File: src/rtl/cnn_mac_pipe.sv
// cnn_mac_pipe: pipelined signed multiply-accumulate for the conv datapath.
// din0 is a signed A_W-bit operand; din1 is B_W bits, signed or unsigned as
// selected by B_SIGNED. Products pass through NUM_STAGE register stages,
// then get accumulated over a framed sequence. One sum is emitted per frame.
//
// Ports:
//   clk        rising-edge clock
//   reset      asynchronous active-high reset, clears all state
//   ce         clock enable; low freezes every register
//   in_valid   beat present on din0/din1
//   in_first   beat opens a new sum (qualified by in_valid)
//   in_last    beat closes the current sum (qualified by in_valid)
//   din0       signed operand [A_W-1:0]
//   din1       operand [B_W-1:0], signedness per B_SIGNED
//   out_valid  dout holds a freshly completed sum (one enabled cycle)
//   dout       completed signed sum [ACC_W-1:0]
//   out_ovf    the sum in dout overflowed ACC_W at least once
//
// Build option: define CNN_MAC_SAT_EN to saturate the accumulator on
// overflow. Without it the accumulator wraps modulo 2^ACC_W. out_ovf is
// reported in both builds.
module cnn_mac_pipe #(
  parameter int A_W       = 14,
  parameter int B_W       = 7,
  parameter int B_SIGNED  = 0,
  parameter int NUM_STAGE = 2,
  parameter int ACC_W     = 32
) (
  input  logic             clk,
  input  logic             reset,
  input  logic             ce,
  input  logic             in_valid,
  input  logic             in_first,
  input  logic             in_last,
  input  logic [A_W-1:0]   din0,
  input  logic [B_W-1:0]   din1,
  output logic             out_valid,
  output logic [ACC_W-1:0] dout,
  output logic             out_ovf
);

  localparam int PW = A_W + B_W;

  typedef enum logic {S_IDLE, S_RUN} state_t;

  logic [B_W:0]          b_ext;
  logic signed [A_W-1:0] a_q;
  logic [B_W:0]          b_q;
  logic [NUM_STAGE-1:0]  v_q, f_q, l_q;

  logic signed [PW-1:0]  a_x, b_x, prod, fin_p;
  logic                  fin_v, fin_f, fin_l;

  state_t                state;
  logic [ACC_W-1:0]      acc, acc_nx, p_ext, sum;
  logic                  ovf, ovf_nx, add_ovf, start, close;

  generate
    if (B_SIGNED != 0) begin : g_bsigned
      assign b_ext = {din1[B_W-1], din1};
    end else begin : g_bunsigned
      assign b_ext = {1'b0, din1};
    end
  endgenerate

  // Stage 1 holds the operands; control flags ride alongside every stage.
  // first/last are masked with valid here so later stages only see real beats.
  always_ff @(posedge clk or posedge reset) begin
    if (reset) begin
      a_q <= '0;
      b_q <= '0;
      v_q <= '0;
      f_q <= '0;
      l_q <= '0;
    end else if (ce) begin
      a_q    <= din0;
      b_q    <= b_ext;
      v_q[0] <= in_valid;
      f_q[0] <= in_valid & in_first;
      l_q[0] <= in_valid & in_last;
      for (int unsigned i = 1; i < NUM_STAGE; i++) begin
        v_q[i] <= v_q[i-1];
        f_q[i] <= f_q[i-1];
        l_q[i] <= l_q[i-1];
      end
    end
  end

  // Both operands widened to PW bits; the PW-bit product is exact because
  // din1 carries at most B_W magnitude bits plus a sign.
  always_comb begin
    a_x  = {{B_W{a_q[A_W-1]}}, a_q};
    b_x  = {{(A_W-1){b_q[B_W]}}, b_q};
    prod = a_x * b_x;
  end

  generate
    if (NUM_STAGE == 1) begin : g_one_stage
      assign fin_p = prod;
    end else begin : g_multi_stage
      logic signed [PW-1:0] p_q [2:NUM_STAGE];

      always_ff @(posedge clk or posedge reset) begin
        if (reset) begin
          for (int unsigned i = 2; i <= NUM_STAGE; i++) begin
            p_q[i] <= '0;
          end
        end else if (ce) begin
          p_q[2] <= prod;
          for (int unsigned i = 3; i <= NUM_STAGE; i++) begin
            p_q[i] <= p_q[i-1];
          end
        end
      end

      assign fin_p = p_q[NUM_STAGE];
    end
  endgenerate

  assign fin_v = v_q[NUM_STAGE-1];
  assign fin_f = f_q[NUM_STAGE-1];
  assign fin_l = l_q[NUM_STAGE-1];

`ifdef CNN_MAC_SAT_EN
  localparam logic [ACC_W-1:0] ACC_MAX = {1'b0, {(ACC_W-1){1'b1}}};
  localparam logic [ACC_W-1:0] ACC_MIN = {1'b1, {(ACC_W-1){1'b0}}};
`endif

  always_comb begin
    p_ext   = {{(ACC_W-PW){fin_p[PW-1]}}, fin_p};
    sum     = acc + p_ext;
    // Signed overflow: operands agree in sign but the result does not.
    add_ovf = (acc[ACC_W-1] == p_ext[ACC_W-1]) && (sum[ACC_W-1] != acc[ACC_W-1]);
    start   = (state == S_IDLE) || fin_f;
    acc_nx  = acc;
    ovf_nx  = ovf;
    if (start) begin
      acc_nx = p_ext;
      ovf_nx = 1'b0;
    end else begin
      ovf_nx = ovf | add_ovf;
`ifdef CNN_MAC_SAT_EN
      // On overflow both operands share acc's sign, which picks the rail.
      if (add_ovf) begin
        acc_nx = acc[ACC_W-1] ? ACC_MIN : ACC_MAX;
      end else begin
        acc_nx = sum;
      end
`else
      acc_nx = sum;
`endif
    end
  end

  // Accumulator stage, followed by a separate output register so the
  // closing sum and the next frame's first term never collide.
  always_ff @(posedge clk or posedge reset) begin
    if (reset) begin
      state     <= S_IDLE;
      acc       <= '0;
      ovf       <= 1'b0;
      close     <= 1'b0;
      out_valid <= 1'b0;
      dout      <= '0;
      out_ovf   <= 1'b0;
    end else if (ce) begin
      close     <= fin_v & fin_l;
      out_valid <= close;
      if (close) begin
        dout    <= acc;
        out_ovf <= ovf;
      end
      if (fin_v) begin
        acc   <= acc_nx;
        ovf   <= ovf_nx;
        state <= fin_l ? S_IDLE : S_RUN;
      end
    end
  end

endmodule

File: config.mk
export PLATFORM = sky130hd
export DESIGN_NAME = cnn_mac_pipe
export DESIGN_NICKNAME = d
export VERILOG_FILES = /design/src/rtl/cnn_mac_pipe.sv
export SDC_FILE = /design/constraint.sdc
export NUM_CORES = 1
export LEC_CHECK = 0
export CAP_MARGIN = 10
export CORE_AREA = 2 2 151 153
export CTS_CLUSTER_DIAMETER = 40
export DETAILED_ROUTE_END_ITERATION = 8
export DIE_AREA = 0 0 153 155
export DONT_BUFFER_PORTS = 1
export HOLD_SLACK_MARGIN = 0.15
export MAX_ROUTING_LAYER = met4
export PLACE_DENSITY = 0.58
export SLEW_MARGIN = 20
export SYNTH_ARGS = -nofsm -noshare
export SYNTH_HDL_FRONTEND = slang
export SYNTH_SLANG_ARGS = --single-unit
export TNS_END_PERCENT = 1
File: constraint.sdc
create_clock -name clk -period 4.2 [get_ports clk]
set_clock_uncertainty 0.15 [all_clocks]
set_input_delay 0.42 -clock clk [delete_from_list [all_inputs] [get_ports clk]]
set_output_delay 0.42 -clock clk [all_outputs]
set_load 0.1 [all_outputs]
After elaboration in Yosys (flattened, before gate mapping)

Cells that the tools add are included.

Register bits after elaboration: 117
Bits of input ports: 27
Logic and storage cells: 29

Eq/ne operators: 2
Multiply operators: 1
Bitwise logic cells: 5
Add/sub/neg operators: 1
Multiplexer cells: 3
Reduce and logical (&&, ||, !) cells: 4

Operators with widths:

| cell                | count |
|---|---|
| $add A32 B32 Y32    | 1 |
| $mux W32            | 1 |
| $mul A14 B8 Y21     | 1 |
| $reduce_and A2 Y1   | 2 |
| $and A1 B1 Y1       | 3 |
| $mux W1             | 2 |
| $eq A1 B1 Y1        | 1 |
| $logic_and A1 B1 Y1 | 1 |
| $logic_or A1 B1 Y1  | 1 |
| $ne A1 B1 Y1        | 1 |
| $not A1 Y1          | 1 |
| $or A1 B1 Y1        | 1 |

Depth between registers and ports, before layout

Gate-level depths: netlist of run 1.

Depth after elaboration: 5
Mapped depth: 19

Least setup slack after synthesis of run 1

Ideal clock, no wire load.

Kind: register to register
Start point: reg b_q[2]
End point: reg g_multi_stage.p_q (netlist bit fin_p[20])
Clock period less this slack: 4687 ps
Buffers on the path: 1
Arrival: 4441 ps
Slack: -487 ps
Stages on the path, launching flop included: 19
Path through: dfrtp_1 clkbuf_1 nand2_1 inv_1 fa_1 inv_1 fa_1 inv_1 fa_1 inv_1 fa_1 inv_1 ha_1 a21o_1 a21oi_1 nand3_1 o211ai_1 a21oi_1 o31ai_1

Cells in the longest elaborated chain, start to end: 1

Ends and longest elaborated chain:

| element                       | RTL line | text |
|---|---|---|
| start, declared               | 48       | `logic [B_W:0] b_q;` |
| start signal, assigned        | 77       | `b_q <= b_ext;` |
| $mul A14 B8 Y21               | 94       | `prod = a_x * b_x;` |
| end signal, assigned by index | 111      | `p_q[i] <= p_q[i-1];` |
| end, declared                 | 101      | `logic signed [PW-1:0] p_q [2:NUM_STAGE];` |

Every way passes these cells.
A chain may end at the register's enable or synchronous reset.

Worst setup path in the final report of run 1

Start point: reg b_q[3]
End point: reg g_multi_stage.p_q (netlist bit fin_p[20])

The elaborated chain is that of the path after synthesis.

==> metrics.txt, run 1 <==
Clock Root Buffer clkbuf_16; Placed Cells incl. Taps 1359; delay-heaviest family, CP adder cells; worst-path fanout max 9; final WL 21.7 mm; sequential share of the synthesized area between 20% and 30%; initial antenna violation count 0; pin count of the biggest net entering global routing 71; vias in the first global route 7591; DR iter-0 viols 228; crit-path cells buf_12 -> and2_4 -> buf_6 -> fa_2 -> inv_2 -> fa_1 -> inv_1 -> fa_1 -> inv_2 -> fa_1 -> inv_2 -> ha_4 -> a21o_1 -> a21oi_2 -> nand3_1 -> o211ai_1 -> and3_1 -> o31ai_1; Yosys Warn Count 0; worst slew pin tran 0.920 ns; port bufs 0; area leader, netlist dfrtp_1; TritonRoute pass-1 iters 4; vias per cell 5.11; TNS Setup -1.76 ns; core area 22200 um2; fmax 221 MHz; Worst Setup SP b_q[3]; Post-Syn Instances 1025; Max transition margin around 39%; largest family of logic cells by synthesized area adder cells; setup ws final -0.329 ns; Post-Synth XOR/XNOR Area 2.95%; share of layout cells above drive strength 1 between 20% and 30%; die area 23700 um2; top cell type's share of synthesized area 29.9%; DRC Markers 0; Buffers & Inverters on Critical Path 6; outcome finished with violations; die span in x 153 um; syn nets 1200; mux cell area share after synthesis 8.03%; maximum buffer depth of the clock tree 2; CTS tree built; Post-synth EDFFs 0; failing checks setup timing; total track usage 19.8%; Post-Layout Cell Count 1453; detailed-route via count between 7000 and 8000; area growth from synthesis to layout 24.1%; Cell Area, Synth 9800 um2; nets 1330; commonest non-fill, non-tap cells in the layout inv_1, dfrtp_1, nand2_1, buf_4, and2_1; startpoint types flip-flop; filler instances 2039; post-synthesis adder-cell area fraction 24.6%; GPL Wtd Cong ~0.85; number of diodes 0; hold wc startpoint ce; count of cell types in the netlist 58; worst path required time approximately 4.3 ns; crit share post-route 108%; commonest non-fill, non-tap cell in the layout inv_1; largest cells by area after synthesis dfrtp_1, fa_1, ha_1; Seq cells post-synth 117; height of the die between 150 and 200 um; simple-gate share of the synthesized area between 10% and 20%; Post-Syn Area per Cell ~9.6 um2; first-pass GRT wire length 37.4 mm; complex-gate fraction of the synthesized area between 10% and 20%; crit path kind flip-flop to flip-flop; Critical Path Max Stage Delay 0.54 ns; RSZ-0062 raised after global routing yes; Reg clk slew, reported paths 0.06 ns; DR WL/cell roughly 15 um; slowest stage cell, crit path fa_2; Max-Cap Viols 0; Max Slew Vio Count 0; ys async rst share 100%; I/O pins just over 60; Post-DP HPWL between 15 and 20 mm; Sink Count 117; cts bufs inserted 17; Main synth FF type dfrtp_1; initial core utilization between 40 and 50%; worst min-delay path class input pin to flip-flop; Final ANT Viol Nets 0; final setup vio count 11; post-route minimum period ~4.5 ns; total grt overflow 0; Fin. Hold Viols 0; worst r2r src b_q[3]; Clock Latency Late Sink 0.43 ns; H-Tree Depth 4; site row count 55; Crit path arrival time 4.66 ns; Setup crit end kind flip-flop
[layer usage]
metal	routed length (um)	track usage [%]	vias up
met4	133	3.97	0
met2	10000	31.6	119
li1	-	-	3708
met5	0	-	-
met3	739	3.34	12
met1	10700	26.9	3580
[final cells by class]
class / count / area (um2) / share of cell area (%)
Multi-Input combinational cell: 739 / 6460 / 53.1
Sequential cell: 117 / 2930 / 24.1
Timing Repair Buffer: 147 / 1290 / 10.6
Inverter: 133 / 502 / 4.12
Clock buffer: 19 / 453 / 3.72
Tap cell: 285 / 357 / 2.93
Clock inverter: 13 / 171 / 1.41
[repair_timing]
item | CTS | global route
hold buffers | 58 | 0
resized for setup | 21 | 10
pin swaps | 12 | 9
endpoints found under the hold margin | 112 | 0
setup endpoints to repair | 12 | 13
setup buffers | 3 | 1
[cell usage after synthesis (all sizes together), types with 5 or more instances]
master	n
inv	133
dfrtp	117
nand2	87
and2	79
fa	75
ha	73
a21oi	66
mux2	66
o21ai	54
nor2	43
clkbuf	30
xnor2	25
a21o	19
nand3	17
and3	10
a211oi	9
o21bai	9
o31ai	9
xor2	8
nor2b	7
o211ai	7
a31oi	6
buf	6
nand2b	6
nand4	6
nor3	6
nand3b	5
o21a	5
or3	5
[path summary, 6_finish.rpt]
kind | cells past startpoint | slack, ns | endpoint
setup / recovery | 18 | -0.33 | fin_p[20]
hold / removal | 4 | 0.17 | fin_p[12]
setup reg to reg | 18 | -0.33 | fin_p[20]
hold reg to reg | 1 | 0.36 | state
max in group asynchronous | 3 | 2.61 | l_q[0]
min in group asynchronous | 2 | 0.52 | a_q[1]
[flip-flops by register name, indices dropped and copies added (netlist names)]
name       count
a_q           14
acc           32
b_q            7
close          1
dout          32
f_q            2
fin_p         21
l_q            2
out_ovf        1
out_valid      1
ovf            1
state          1
v_q            2
[through the flow]
stage          hold slack (ns)  setup slack [ns]  util (%)  area [um2]
3_3_place_gp             0.341            -0.349      48.7       10800
4_1_cts                  0.154            -0.293      54.5       12100
6_report                 0.174            -0.329      54.7       12200
3_5_place_dp             0.346            -0.385      48.7       10800
5_1_grt                  0.203            -0.499      54.7       12200
2_1_floorplan            0.315           -0.0876         -        9970
[logic make-up after synthesis]
logic type / after synthesis
xor gates and xnor gates: 33
adders and majority gates: 148
AOI/OAI and AO/OA: 204
muxes: 70
buffers and inverters: 169
and+or+nand+nor: 284
DFF: 117
[worst reg2reg max path, cell delays in order, from the launching register on]
cell      delay, ns
dfrtp_2        0.45
buf_12         0.15
and2_4         0.14
buf_6          0.11
fa_2           0.54
inv_2          0.06
fa_1           0.48
inv_1          0.05
fa_1           0.49
inv_2          0.04
fa_1           0.51
inv_2          0.04
ha_4           0.22
a21o_1         0.18
a21oi_2        0.18
nand3_1        0.10
o211ai_1       0.25
and3_1         0.19
o31ai_1        0.07
Power of run 1 is left out: the tool's default activity adds up to more than one toggle a clock period on the data nets, which glitch-free logic cannot reach.
==> run 2: changes to the inputs <==
Settings changed: GPL_ROUTABILITY_DRIVEN from default to 0, PLACE_DENSITY 0.58 to 0.56, SLEW_MARGIN 20 to default.
Clock period 4.2 ns to 5 ns, I/O delays scaled along.
==> run 2 against run 1 <==
  * The flow now finishes without violations
  * Sequential share of layout area increased by 2.6 points
  * Non-clock buffer count down 108
  * Global-route usage down 0.47 points
  * Worst setup slack improved by 0.58 ns
  * Cell area shrank 9.5%
  * Critical path depth shrank 2
  * Largest cell class unchanged
==> metrics.txt, run 2 (synthesis gave the netlist of run 1 again) <==
DR WL/cell around 15 um; worst path required time 5.20 ns; core area 22200 um2; total track usage roughly 19%; Multi-input gate area 6270 um2; pin count of the biggest net entering global routing 72; GR peak layer met2; dpl ws 0.103 ns; Clock Latency Late Sink 0.42 ns; vias in the first global route between 7000 and 8000; TritonRoute pass-1 iters 5; M2 GR Usage a little under 30%; Final ANT Viol Nets 0; commonest non-fill, non-tap cells in the layout inv_1, dfrtp_1, nand2_1, and2_1, fa_1; Crit path arrival time 4.95 ns; area growth from synthesis to layout 12.3%; met1 usage 27.0%; sequential cell area around 3000 um2; RSZ-0062 raised after global routing yes; setup ws final roughly 0.25 ns; commonest non-fill, non-tap cell in the layout inv_1; Max Slew Vio Count 0; final setup vio count 0; maximum buffer depth of the clock tree 2; crit path kind flip-flop to flip-flop; vias per cell 5.16; startpoint types flip-flop; nets between 1000 and 1500; Worst Hold Slack 0.222 ns; Fin. Hold Viols 0; worst-path fanout max 15; Global Route met3 Usage 3.29%; Max-Cap Viols 0; DR iter-0 viols 289; cts bufs inserted 17; H-Tree Depth 4; worst min-delay path class input pin to flip-flop; Util after Layout 49.5%; initial antenna violation count 0; final WL 20.8 mm; first-pass GRT wire length 36.2 mm; crit share post-route 95.1%; DRC Markers 0; share of layout cells above drive strength 1 12.5%; Setup crit end kind flip-flop; Reg clk slew, reported paths ~0.060 ns; filler instances 2101; height of the die 155 um; detailed-route via count 6937; fmax 210 MHz; post-layout instance area 11000 um2; die span in x 153 um; port bufs 0; initial core utilization between 40% and 50%; Post-DP HPWL roughly 15 mm; Max transition margin between 30% and 40%; Clock Root Buffer clkbuf_16; total grt overflow 0; number of diodes 0; CTS tree built; I/O pins 61; worst slew pin tran just over 0.9 ns; Sink Count roughly 120; outcome completed; die area 23700 um2; site row count 55; DP Area 10100 um2; post-route minimum period 4.75 ns
## run 2: area by class of cell
class	count	share of cell area, %
multi-input cells	739	56.9
flip-flops and latches	117	26.7
inverters	133	4.56
clock buffers	23	4.25
repair buffers	39	3.43
well taps	285	3.24
clock inverters	9	0.921
## run 2: layer usage
metal	vias up	routed length (um)
met5	-	0
met4	0	191
met3	13	675
met2	101	9360
met1	3345	10500
li1	3478	-
## run 2: timing repair
item                                    in CTS  in global routing
endpoints found under the hold margin      112                  0
resized for setup                            0                 13
hold buffers                                27                  0
endpoints found under the setup margin       0                  8
setup buffers                                0                  1
## run 2: worst max-delay path, cell delays in order (launching register included)
cell	delay, ns
dfrtp_2	0.50
and2_1	0.19
fa_1	0.46
fa_1	0.54
inv_1	0.05
fa_1	0.46
fa_1	0.54
inv_1	0.04
ha_1	0.31
o21ai_0	0.11
a21boi_1	0.21
o21ai_1	0.12
a21oi_2	0.21
o21ai_1	0.12
a21o_1	0.20
a2111o_1	0.40
nand3_1	0.07
## run 2: metrics by stage
step | TNS [ns] | std cells
after floorplan | 0 | 1025
after global placement | 0 | 1285
after detailed placement | 0 | 1285
after CTS | 0 | 1344
after global routing | -0.0109 | 1345
final | 0 | 1345
## run 2: worst paths after layout
| kind | startpoint | endpoint | cells after the start | slack (ns) |
|---|---|---|---|---|
| setup / recovery | b_q[4] | fin_p[17] | 16 | 0.25 |
| hold / removal | ce | fin_p[12] | 4 | 0.22 |
| setup reg to reg | b_q[4] | fin_p[17] | 16 | 0.25 |
| hold reg to reg | l_q[1] | close | 2 | 0.35 |
| max in group asynchronous | reset | a_q[13] | 3 | 2.92 |
| min in group asynchronous | reset | a_q[1] | 2 | 0.61 |
Power of run 2 is left out for the same reason.
==> run 3: changes to the inputs <==
Clock period 5 ns to 4.75 ns, I/O delays scaled along.
==> run 3 against run 2 <==
  * Routed wire length up 0.85%
  * Non-clock buffer count up 36
  * Worst hold slack got worse by 0.041 ns
  * Worst setup slack lost 0.085 ns
  * Via count increased by 1.2%
  * Sequential share of layout area shrank 1.1 points
  * Global-route usage fell by 0.34 points
  * First-iteration DRC count decreased by 6.9%
  * Register-to-register slack worse by 0.08 ns
  * Cell area up 4.4%
  * Count of clock-buffer cells in the layout fell by 2
  * Final cell count is 2.5% higher
==> metrics.txt, run 3 (synthesis gave the netlist of run 1 again) <==
outcome completed; initial core utilization 44.1%; post-route minimum period 4.59 ns; H-Tree Depth 4; reg2reg end fin_p[20]; worst slew pin tran roughly 0.91 ns; most frequent CP cell fa_1; Fin. Hold Viols 0; area growth from synthesis to layout 17.2%; DR WL/cell between 15 and 20 um; CTS tree built; R2R cell count 17; detailed-route via count 7021; Reg clk slew, reported paths 0.06 ns; R2R setup slack 0.16 ns; Buffers & Inverters on Critical Path 5; total track usage 19.0%; crit path kind flip-flop to flip-flop; hold wc startpoint ce; Max transition margin 39.6%; startpoint types flip-flop; final WL 20.9 mm; I/O pins 61; Post-DP HPWL between 15 and 20 mm; cts bufs inserted 17; Max-Cap Viols 0; die area 23700 um2; Sink Count approximately 120; filler instances 2064; Clock Root Buffer clkbuf_16; worst-path fanout max 6; Setup crit end kind flip-flop; worst r2r src b_q[4]; Final ANT Viol Nets 0; DRC Markers 0; Worst Setup SP b_q[4]; first-pass GRT wire length 35.7 mm; Hold EP fin_p[19]; hold depth 4; worst min-delay path class input pin to flip-flop; number of diodes 0; share of layout cells above drive strength 1 18.3%; fmax ~220 MHz; site row count between 50 and 60; TritonRoute pass-1 iters 5; Clock Latency Late Sink 0.42 ns; setup ws final 0.162 ns; vias per cell 5.09; total grt overflow 0; Critical Path Max Stage Delay 0.54 ns; pin count of the biggest net entering global routing 50; worst path required time just under 5 ns; port bufs 0; nets 1258; height of the die 155 um; maximum buffer depth of the clock tree 2; commonest non-fill, non-tap cells in the layout inv_1, dfrtp_1, nand2_1, and2_1, fa_1; crit-path cells clkbuf_16 -> and2_4 -> fa_1 -> inv_2 -> fa_1 -> inv_1 -> fa_1 -> inv_1 -> fa_1 -> inv_2 -> ha_4 -> a21o_1 -> a21oi_2 -> nand3_1 -> o211ai_1 -> and3_1 -> o31ai_2; final setup vio count 0; Max Slew Vio Count 0; dpl ws -0.0404 ns; core area 22200 um2; vias in the first global route 7186; Crit path arrival time 4.71 ns; initial antenna violation count 0; commonest non-fill, non-tap cell in the layout inv_1; slowest stage cell, crit path fa_1; delay-heaviest family, CP adder cells; crit share post-route a little over nine tenths; DR iter-0 viols about 270; die span in x between 150 and 200 um
-- run 3: cell count changes in the layout (fill, tap and decap cells not counted), sizes merged --
cell,previous run,this run
buf,13,49
inv,134,133
clkinvlp,1,2
dlygate4sd3,26,25
clkinv,5,4
bufinv,2,3
clkbuf,23,22
-- run 3: worst max-delay path by stage --
stage | to | slack [ns] | cells past startpoint
3_5_place_dp | fin_p[18] | -0.04 | 16
5_1_grt | fin_p[20] | -0.02 | 18
6_report | fin_p[20] | 0.16 | 17
4_1_cts | fin_p[17] | 0.002 | 17
3_3_place_gp | fin_p[20] | 0.02 | 16
2_1_floorplan | fin_p[20] | 0.06 | 18
-- run 3: routing by layer --
metal / track usage [%] / wire (um)
met1: 25.9 / 10600
met2: 30.1 / 9620
met3: 3.06 / 470
met4: 4.37 / 192
met5: - / 0
-- run 3: cell type report --
type | instances | area [um2] | share of cell area (%)
repair buffers | 75 | 683 | 5.95
multi-input cells | 739 | 6420 | 55.9
clock buffers | 21 | 460 | 4.01
well taps | 285 | 357 | 3.10
flip-flops and latches | 117 | 2940 | 25.5
inverters | 133 | 502 | 4.37
clock inverters | 9 | 129 | 1.12
-- run 3: worst register-to-register path, stage by stage (launching register included) --
cell,delay [ns]
dfrtp_2,0.48
clkbuf_16,0.19
and2_4,0.14
fa_1,0.54
inv_2,0.06
fa_1,0.53
inv_1,0.06
fa_1,0.53
inv_1,0.05
fa_1,0.51
inv_2,0.05
ha_4,0.21
a21o_1,0.18
a21oi_2,0.17
nand3_1,0.10
o211ai_1,0.23
and3_1,0.20
o31ai_2,0.07
-- run 3: repair_timing --
action / in CTS / in global routing
gates resized for setup: 3 / 49
pin swaps: 0 / 40
cloned: 0 / 1
endpoints found under the setup margin: 7 / 10
hold buffers: 26 / 0
buffers inserted: 0 / 8
endpoints found under the hold margin: 65 / 0
-- run 3: through the flow --
| stage | utilization [%] | instances | area, um2 | hold slack [ns] | setup TNS (ns) |
|---|---|---|---|---|---|
| 6_report | 51.7 | 1379 | 11500 | 0.181 | 0 |
| 3_5_place_dp | 46.5 | 1314 | 10300 | 0.187 | -0.0798 |
| 2_1_floorplan | - | 1025 | 9800 | 0.315 | 0 |
| 3_3_place_gp | 46.5 | 1314 | 10300 | 0.188 | 0 |
| 4_1_cts | 50.4 | 1370 | 11200 | 0.174 | 0 |
| 5_1_grt | 51.7 | 1379 | 11500 | 0.208 | -0.0576 |
Power of run 3 is left out for the same reason.
